[config.mk]
export PLATFORM = sky130hd
export DESIGN_NAME = buzzer_arbiter
export DESIGN_NICKNAME = d
export VERILOG_FILES = /design/src/rtl/buzzer_arbiter_pkg.sv /design/src/rtl/buzzer_arbiter_prio_pick.sv /design/src/rtl/buzzer_arbiter.sv
export SDC_FILE = /design/constraint.sdc
export NUM_CORES = 1
export LEC_CHECK = 0
export BUFFER_PORTS_ARGS = -buffer_cell sky130_fd_sc_hd__buf_2
export CORE_MARGIN = 2
export CORE_UTILIZATION = 55
export DETAILED_ROUTE_END_ITERATION = 8
export PLACE_DENSITY = 0.75
export SYNTH_ARGS = -nofsm -noshare
export SYNTH_HDL_FRONTEND = slang
export SYNTH_HIERARCHICAL = 1
export SYNTH_SLANG_ARGS = --single-unit
[constraint.sdc]
create_clock -name clk -period 3.3 [get_ports clk]
set_input_delay 0.66 -clock clk [delete_from_list [all_inputs] [get_ports clk]]
set_output_delay 0.66 -clock clk [all_outputs]
set_load 0.01 [all_outputs]
[src/rtl/buzzer_arbiter_pkg.sv]
// Shared definitions for the buzzer arbiter slice.
// Contents: source index constants, FSM state encodings, default timing
// values at 100 MHz, and a helper that turns a cycle count into a
// down-counter load value.
package buzzer_arbiter_pkg;

  // Source indices (bit positions in req/player_* vectors)
  localparam int unsigned SRC_OPEN  = 0;
  localparam int unsigned SRC_CLOSE = 1;
  localparam int unsigned SRC_ALARM = 2;
  localparam int unsigned SRC_KEY   = 3;

  // Default timing at 100 MHz: 100 ms silent gap, 10 s play limit
  localparam int unsigned DEF_GAP_CYCLES     = 10_000_000;
  localparam int unsigned DEF_TIMEOUT_CYCLES = 1_000_000_000;

  // FSM state encodings
  localparam logic [2:0] ST_IDLE  = 3'd0;
  localparam logic [2:0] ST_START = 3'd1;
  localparam logic [2:0] ST_PLAY  = 3'd2;
  localparam logic [2:0] ST_CLEAR = 3'd3;
  localparam logic [2:0] ST_GAP   = 3'd4;

  // A phase lasting 'cycles' clocks counts down from cycles-1 to 0.
  function automatic logic [31:0] load_val(input int unsigned cycles);
    return 32'(cycles - 1);
  endfunction

endpackage

[src/rtl/buzzer_arbiter_prio_pick.sv]
// Lowest-index-first priority picker.
// Ports:
//   vec   in  N   request vector
//   valid out 1   any bit of vec set
//   idx   out IW  index of the lowest set bit (0 when vec is empty)
module buzzer_arbiter_prio_pick #(
  parameter int unsigned N  = 4,
  parameter int unsigned IW = $clog2(N)
) (
  input  logic [N-1:0]  vec,
  output logic          valid,
  output logic [IW-1:0] idx
);

  // Scan from the top down so the lowest set index is written last.
  always_comb begin
    valid = |vec;
    idx   = '0;
    for (int i = N - 1; i >= 0; i--) begin
      if (vec[i]) idx = IW'(i);
    end
  end

endmodule

[src/rtl/buzzer_arbiter.sv]
// Buzzer arbiter: shares one piezo pin between N_SRC melody players.
// Requests are latched into 'pending'; the lowest pending index is granted,
// its player is started, its melody is routed to the buzzer until it reports
// done (or the play timer expires), it is cleared, and a silent gap follows
// before the next grant. Grants are non-preemptive.
// Ports:
//   clk            in   system clock
//   rst            in   asynchronous active-high reset
//   req            in   [N_SRC] one-cycle play requests
//   player_done    in   [N_SRC] player finished (level)
//   player_melody  in   [N_SRC] player square-wave outputs
//   player_start   out  [N_SRC] one-cycle start pulse to granted player
//   player_clr     out  [N_SRC] one-cycle clear pulse to granted player
//   buzzer         out  registered buzzer drive
//   busy           out  high whenever the FSM is not idle
//   active_id      out  index of current/last granted source
//   pending        out  [N_SRC] latched, not-yet-served requests
//   timeout_err    out  one-cycle pulse when a play is aborted by timeout
module buzzer_arbiter
  import buzzer_arbiter_pkg::*;
#(
  parameter int unsigned N_SRC          = 4,
  parameter int unsigned GAP_CYCLES     = DEF_GAP_CYCLES,
  parameter int unsigned TIMEOUT_CYCLES = DEF_TIMEOUT_CYCLES
) (
  input  logic                     clk,
  input  logic                     rst,
  input  logic [N_SRC-1:0]         req,
  input  logic [N_SRC-1:0]         player_done,
  input  logic [N_SRC-1:0]         player_melody,
  output logic [N_SRC-1:0]         player_start,
  output logic [N_SRC-1:0]         player_clr,
  output logic                     buzzer,
  output logic                     busy,
  output logic [$clog2(N_SRC)-1:0] active_id,
  output logic [N_SRC-1:0]         pending,
  output logic                     timeout_err
);

  localparam int unsigned ID_W = $clog2(N_SRC);

  logic [2:0]       state;
  logic [31:0]      timer;
  logic             pick_valid;
  logic [ID_W-1:0]  pick_idx;
  logic [N_SRC-1:0] grant_mask;
  logic             sel_done;
  logic             sel_melody;

  buzzer_arbiter_prio_pick #(
    .N  (N_SRC),
    .IW (ID_W)
  ) u_pick (
    .vec   (pending),
    .valid (pick_valid),
    .idx   (pick_idx)
  );

  // Only the granted player's done/melody are ever looked at.
  assign sel_done   = player_done[active_id];
  assign sel_melody = player_melody[active_id];

  // Done takes precedence over an expiring timer in the same cycle.
  assign timeout_err = (state == ST_PLAY) && !sel_done && (timer == '0);

  // Grant mask clears the granted bit, beating a same-cycle req on that bit.
  always_comb begin
    grant_mask   = '0;
    player_start = '0;
    player_clr   = '0;
    if (state == ST_IDLE && pick_valid) grant_mask[pick_idx] = 1'b1;
    if (state == ST_START) player_start[active_id] = 1'b1;
    if (state == ST_CLEAR) player_clr[active_id]   = 1'b1;
  end

  always_ff @(posedge clk or posedge rst) begin
    if (rst) begin
      state     <= ST_IDLE;
      timer     <= '0;
      active_id <= '0;
      pending   <= '0;
      busy      <= 1'b0;
      buzzer    <= 1'b0;
    end else begin
      pending <= (pending | req) & ~grant_mask;
      buzzer  <= 1'b0;
      case (state)
        ST_IDLE: begin
          if (pick_valid) begin
            active_id <= pick_idx;
            state     <= ST_START;
            busy      <= 1'b1;
          end
        end
        ST_START: begin
          timer <= load_val(TIMEOUT_CYCLES);
          state <= ST_PLAY;
        end
        ST_PLAY: begin
          buzzer <= sel_melody;
          if (sel_done || timer == '0) begin
            state <= ST_CLEAR;
          end else begin
            timer <= timer - 32'd1;
          end
        end
        ST_CLEAR: begin
          if (GAP_CYCLES == 0) begin
            state <= ST_IDLE;
            busy  <= 1'b0;
          end else begin
            timer <= load_val(GAP_CYCLES);
            state <= ST_GAP;
          end
        end
        ST_GAP: begin
          if (timer == '0) begin
            state <= ST_IDLE;
            busy  <= 1'b0;
          end else begin
            timer <= timer - 32'd1;
          end
        end
        default: begin
          state <= ST_IDLE;
          busy  <= 1'b0;
        end
      endcase
    end
  end

endmodule
After elaboration in Yosys (flattened, before gate mapping)
Index checks and enable logic that the tools add are counted.

cells by class
  add/subtract/negate cells = 1
  magnitude comparators = 4
  equality and inequality tests = 9
  muxes and demuxes = 26
  bitwise gates (word level) = 4
  reduce and logical (&&, ||, !) cells = 16

operators by type and width
  kind                                                  number
  one-hot mux 32 bit (4 select lines)                   1
  two-way mux 32 bit                                    2
  zero test 32 bit                                      1
  subtractor 32 x 1 -> 32 bit (second input constant)   1
  one-hot mux 3 bit (5 select lines)                    1
  two-way mux 4 bit                                     3
  two-way mux 3 bit                                     3
  AND reduction 3 bit                                   3
  two-way mux 2 bit                                     4
  != test 2 bit (second input constant)                 4
  two-way mux 1 bit                                     7
  equality test 3 x 2 -> 1 bit (second input constant)  2
  < comparator 2 x 3 -> 1 bit (second input constant)   2
  logical AND 1 bit                                     5
  AND 4 bit                                             1
  binary-select mux 1 bit (select 2 bit)                2
  demux 1 bit (select 2 bit)                            2
  >= comparator 2 x 1 -> 1 bit (second input constant)  2
  inverter 4 bit                                        1
  OR 4 bit                                              1
  nonzero test 4 bit                                    1
  OR reduction 4 bit                                    1
  equality test 3 x 1 -> 1 bit (second input constant)  1
  equality test 3 bit (second input constant)           1
  other kinds (8)                                       8

storage, ports and cells
  bits in registers = 43
  bits of input ports = 14
  output and inout port bits = 17
  word-level logic and storage cells = 66

Logic depth before layout (Yosys ltp)
  depth after elaboration = 11
  depth in mapped cells = 10
  mapped depth without buffers = 8

Modules after synthesis
Netlist, hierarchy kept.

by module, submodules not included
  module                    times used  cells an instance  area each (sq um)  sequential area each (sq um)
  buzzer_arbiter            1           283                2497.4             1076.0
  buzzer_arbiter_prio_pick  1           7                  35.0               0.0

Least setup slack after synthesis
Ideal clock, no wire load.

  kind = reg2out
  start = reg timer[10]
  end = out timeout_err
  data arrival time = 2.226 ns
  data required time = 2.640 ns
  path slack = 0.414 ns
  stages on the path, launching flop included = 5
  path buffers = 0
  path through = dfrtp_1 > or4_4 > or4_1 > or3_4 > nor4_1

on the way
  cells in the longest elaborated chain, start to end = 2

RTL lines
  item                    RTL line               RTL
  from (decl)             buzzer_arbiter.sv:43   logic [31:0] timer;
  from (signal assigned)  buzzer_arbiter.sv:96   timer <= load_val(TIMEOUT_CYCLES);
  from (signal assigned)  buzzer_arbiter.sv:104  timer <= timer - 32'd1;
  from (signal assigned)  buzzer_arbiter.sv:112  timer <= load_val(GAP_CYCLES);
  zero test 32 bit        buzzer_arbiter.sv:64   assign timeout_err = (state == ST_PLAY) && !sel_done && (timer == '0);
  logical AND 1 bit       buzzer_arbiter.sv:64
  to (decl)               buzzer_arbiter.sv:37   output logic timeout_err

Every way passes these cells.

Worst setup path in the final report
  start = reg timer[11]
  end = out timeout_err

Same word-level chain as after synthesis.

==> results.py <==
metrics = {
    "clocking": {
        "htree_num_levels": 2,
        "numCtsBuffers": 5,
        "cts_tree": "built",
        "cts_max_path_buffers": 2,
        "cts_root_buf": "sky130_fd_sc_hd__clkbuf_8",
        "cts_sinks": 43,
        "clock_latency_at_the_later_pin_of_the_worst_skew_pair_ns": 0.30,
        "clk_pin_slew_ns": 0.08,
    },
    "logic_synthesis": {
        "yosysSeqAreaShare": 0.4249,
        "synth-xor-area-share": 0.006917,
        "synth_top_family_by_area": "simple AND/OR/NAND/NOR gates",
        "synth-edff-count": 0,
        "synthesis.yosys.warnings": 6,
        "synth-async-reset-ratio": 1.000,
        "postSynthCellCount": 290,
        "postSynthAreaPerCell_sq_um": 8.733,
        "yosys.area_share.adder": 0.004941,
        "postSynthNetCount": 305,
        "netlist-cell-type-count": 52,
        "synth_top_area_share": 0.4249,
        "synth-simple-area-share": 0.2782,
        "mappedNetlistArea_sq_mm": 0.002532,
        "top_cell_type_by_total_area_after_synthesis": "sky130_fd_sc_hd__dfrtp_1",
        "synth_compound_area_frac": 0.2154,
        "seq_cells_post_synth": 43,
        "synthTopCellsByArea": "sky130_fd_sc_hd__dfrtp_1 (42%), sky130_fd_sc_hd__a21oi_1 (5.3%), sky130_fd_sc_hd__nor2_1 (5.0%)",
        "synth_mux_area_frac": 0.02174,
        "dominantRegCellSynth": "sky130_fd_sc_hd__dfrtp_1",
    },
    "place": {
        "count_of_placed_standard_cells_including_taps": 362,
        "place.gp.congestion": 0.8335,
        "detailed_place.area_sq_mm": 0.002705,
        "dp_slack_ns": 0.3408,
        "hpwl_um": 4164,
        "numPortBuffers": 30,
    },
    "sta": {
        "final_hold_violation_count": 0,
        "postLayoutSetupSlackWorst_ns": 0.1161,
        "rsz0062_at_grt": "false",
        "setup-tns-final_ns": 0,
        "max-slew-margin-rel": 0.4703,
        "report.final.slew_viol_count": 0,
        "period_needed_ns": 3.184,
        "timing.final.crit_share": 0.9648,
        "worst_max_slew_pin_slew_ns": 0.7945,
        "max_freq_mhz": 314.1,
        "whs_ns": 0.3763,
        "clock-skew-final_ns": 0.005827,
        "finalSetupViolations": 0,
    },
    "status": {
        "status": "complete, no violations",
    },
    "detailed_routing": {
        "wirelength_um": 5909,
        "detail-route-antenna-nets": 0,
        "drtIter0Drc": 207,
        "wl_met2_um": 2694,
        "via_count": 2314,
        "wl_per_cell_um": 15.93,
        "routed_met1_length_um": 2741,
        "detail_route.vias_per_cell": 6.237,
        "routed-wl-met3_um": 360,
        "route.top_layer_used": "met4",
        "drt-pass1-iter-count": 4,
        "post-route-drc-count": 0,
    },
    "power": {
        "power_mw": 2.226,
        "total_leakage_power_nw": 1.089,
        "worst_ir_drop_vdd_v": 0.0004793,
        "p_per_area_mw_per_mm2": 784.6,
    },
    "worst_hold_path": {
        "worst_hold_path_type": "in2async",
    },
    "final_layout": {
        "most-common-layout-cells": "sky130_fd_sc_hd__dfrtp_1 (43), sky130_fd_sc_hd__nor2_1 (34), sky130_fd_sc_hd__buf_2 (30), sky130_fd_sc_hd__a21oi_1 (27), sky130_fd_sc_hd__nand2_1 (22)",
        "multi_input_gate_area_in_the_final_layout_sq_mm": 0.001341,
        "final_nets": 333,
        "final_area_sq_mm": 0.002836,
        "postLayoutCoreUtil": 0.6470,
        "num_antenna_cells": 0,
        "area_delta_synth_final_pct": 12.01,
        "layout-drive-gt1-share": 0.1850,
        "final_common_cell": "sky130_fd_sc_hd__dfrtp_1",
        "final-seq-area_sq_mm": 0.001076,
        "fin_cells": 371,
        "filler_cell_count_in_the_final_layout": 387,
    },
    "floorplanning": {
        "num_rows": 24,
        "placeableCoreArea_sq_mm": 0.004384,
        "initial_core_util": 0.5776,
        "die_height_um": 71.86,
        "io-pin-count": 31,
        "fp.dieArea_sq_mm": 0.005163,
        "die_x_extent_um": 71.86,
    },
    "critical_path": {
        "critPathArrivalTime_ns": 2.52,
        "critPathMaxFanout": 5,
        "type_of_origin_of_the_critical_path": "register",
        "worstSetupPathType": "reg2out",
        "crit_required_ns": 2.64,
        "end_kind": "output pin",
    },
    "global_route": {
        "largest_net_degree_at_the_start_of_global_routing": 27,
        "first_pass_grt_wire_length_um": 10080,
        "global_route.usage.total": 0.2475,
        "grt-ovfl-total": 0,
        "initial_antenna_violation_count": 0,
        "number_of_global_route_vias_before_repair": 2123,
    },
    "run": {
        "cap_violations": 0,
    },
}
## registers in the layout (all words and copies together), names as in the netlist
name,flops
active_id,2
busy,1
buzzer,1
pending,4
state,3
timer,32
## synth_stat cells (all sizes together) (4+ instances only)
library cell,instances
nor4,10
dfrtp,43
nand2,22
clkbuf,12
o21ai,19
o22a,6
nor2,34
buf,4
or4,5
nor3,14
inv,9
nand3,9
or3,12
a31oi,8
and3,7
a21oi,29
o31ai,5
o41ai,6
## metal layers
metal / global-route usage / up-vias
met5: 0 / -
met1: 0.3578 / 1081
met3: 0.03657 / 12
met2: 0.3837 / 85
met4: 0.08386 / 0
li1: - / 1136
## critical path, cell delays in order (launching register included)
cell and delay (ns):
sky130_fd_sc_hd__dfrtp_1 0.42, sky130_fd_sc_hd__or4_4 0.56, sky130_fd_sc_hd__or4_1 0.52, sky130_fd_sc_hd__or3_4 0.43, sky130_fd_sc_hd__nor4_2 0.13, sky130_fd_sc_hd__buf_2 0.16
## what timing repair did
action,CTS,global route
setup endpoints to repair,0,1
setup buffers,0,1
hold buffers,0,0
gates resized for setup,0,1
## final timing paths
path | slack [ns] | cells after the start | endpoint | start
max in group asynchronous | 2.24 | 3 | pending[2] | rst
worst max register to register | 0.36 | 6 | timer[6] | timer[11]
worst min-delay path | 0.38 | 2 | timer[5] | rst
worst min register to register | 0.54 | 1 | timer[9] | timer[9]
worst max-delay path | 0.12 | 5 | timeout_err | timer[11]
min in group clk | 0.54 | 1 | timer[9] | timer[9]
## area by class of cell
cell class / instances / area share
clock buffers: 6 / 0.02911
clock inverters: 2 / 0.01235
inverters: 9 / 0.01191
multi-input cells: 222 / 0.4729
flip-flops and latches: 43 / 0.3794
well taps: 52 / 0.02294
repair buffers: 37 / 0.07146
## report_power, final
group | leakage (nW) | internal (mW) | switching, mW
sequential | 0.473 | 0.635 | 0.167
combinational | 0.554 | 0.364 | 0.630
clock | 0.0612 | 0.245 | 0.185
## kinds of logic after synthesis
kind of cell             Yosys count
adder cells (fa/ha/maj)            1
AO/OA/AOI/OAI                     84
buffers and inverters             25
flip-flops                        43
XOR/XNOR                           2
AND/OR/NAND/NOR                  132
multiplexers                       3
Note: power is estimated with default switching activity, not from simulation.
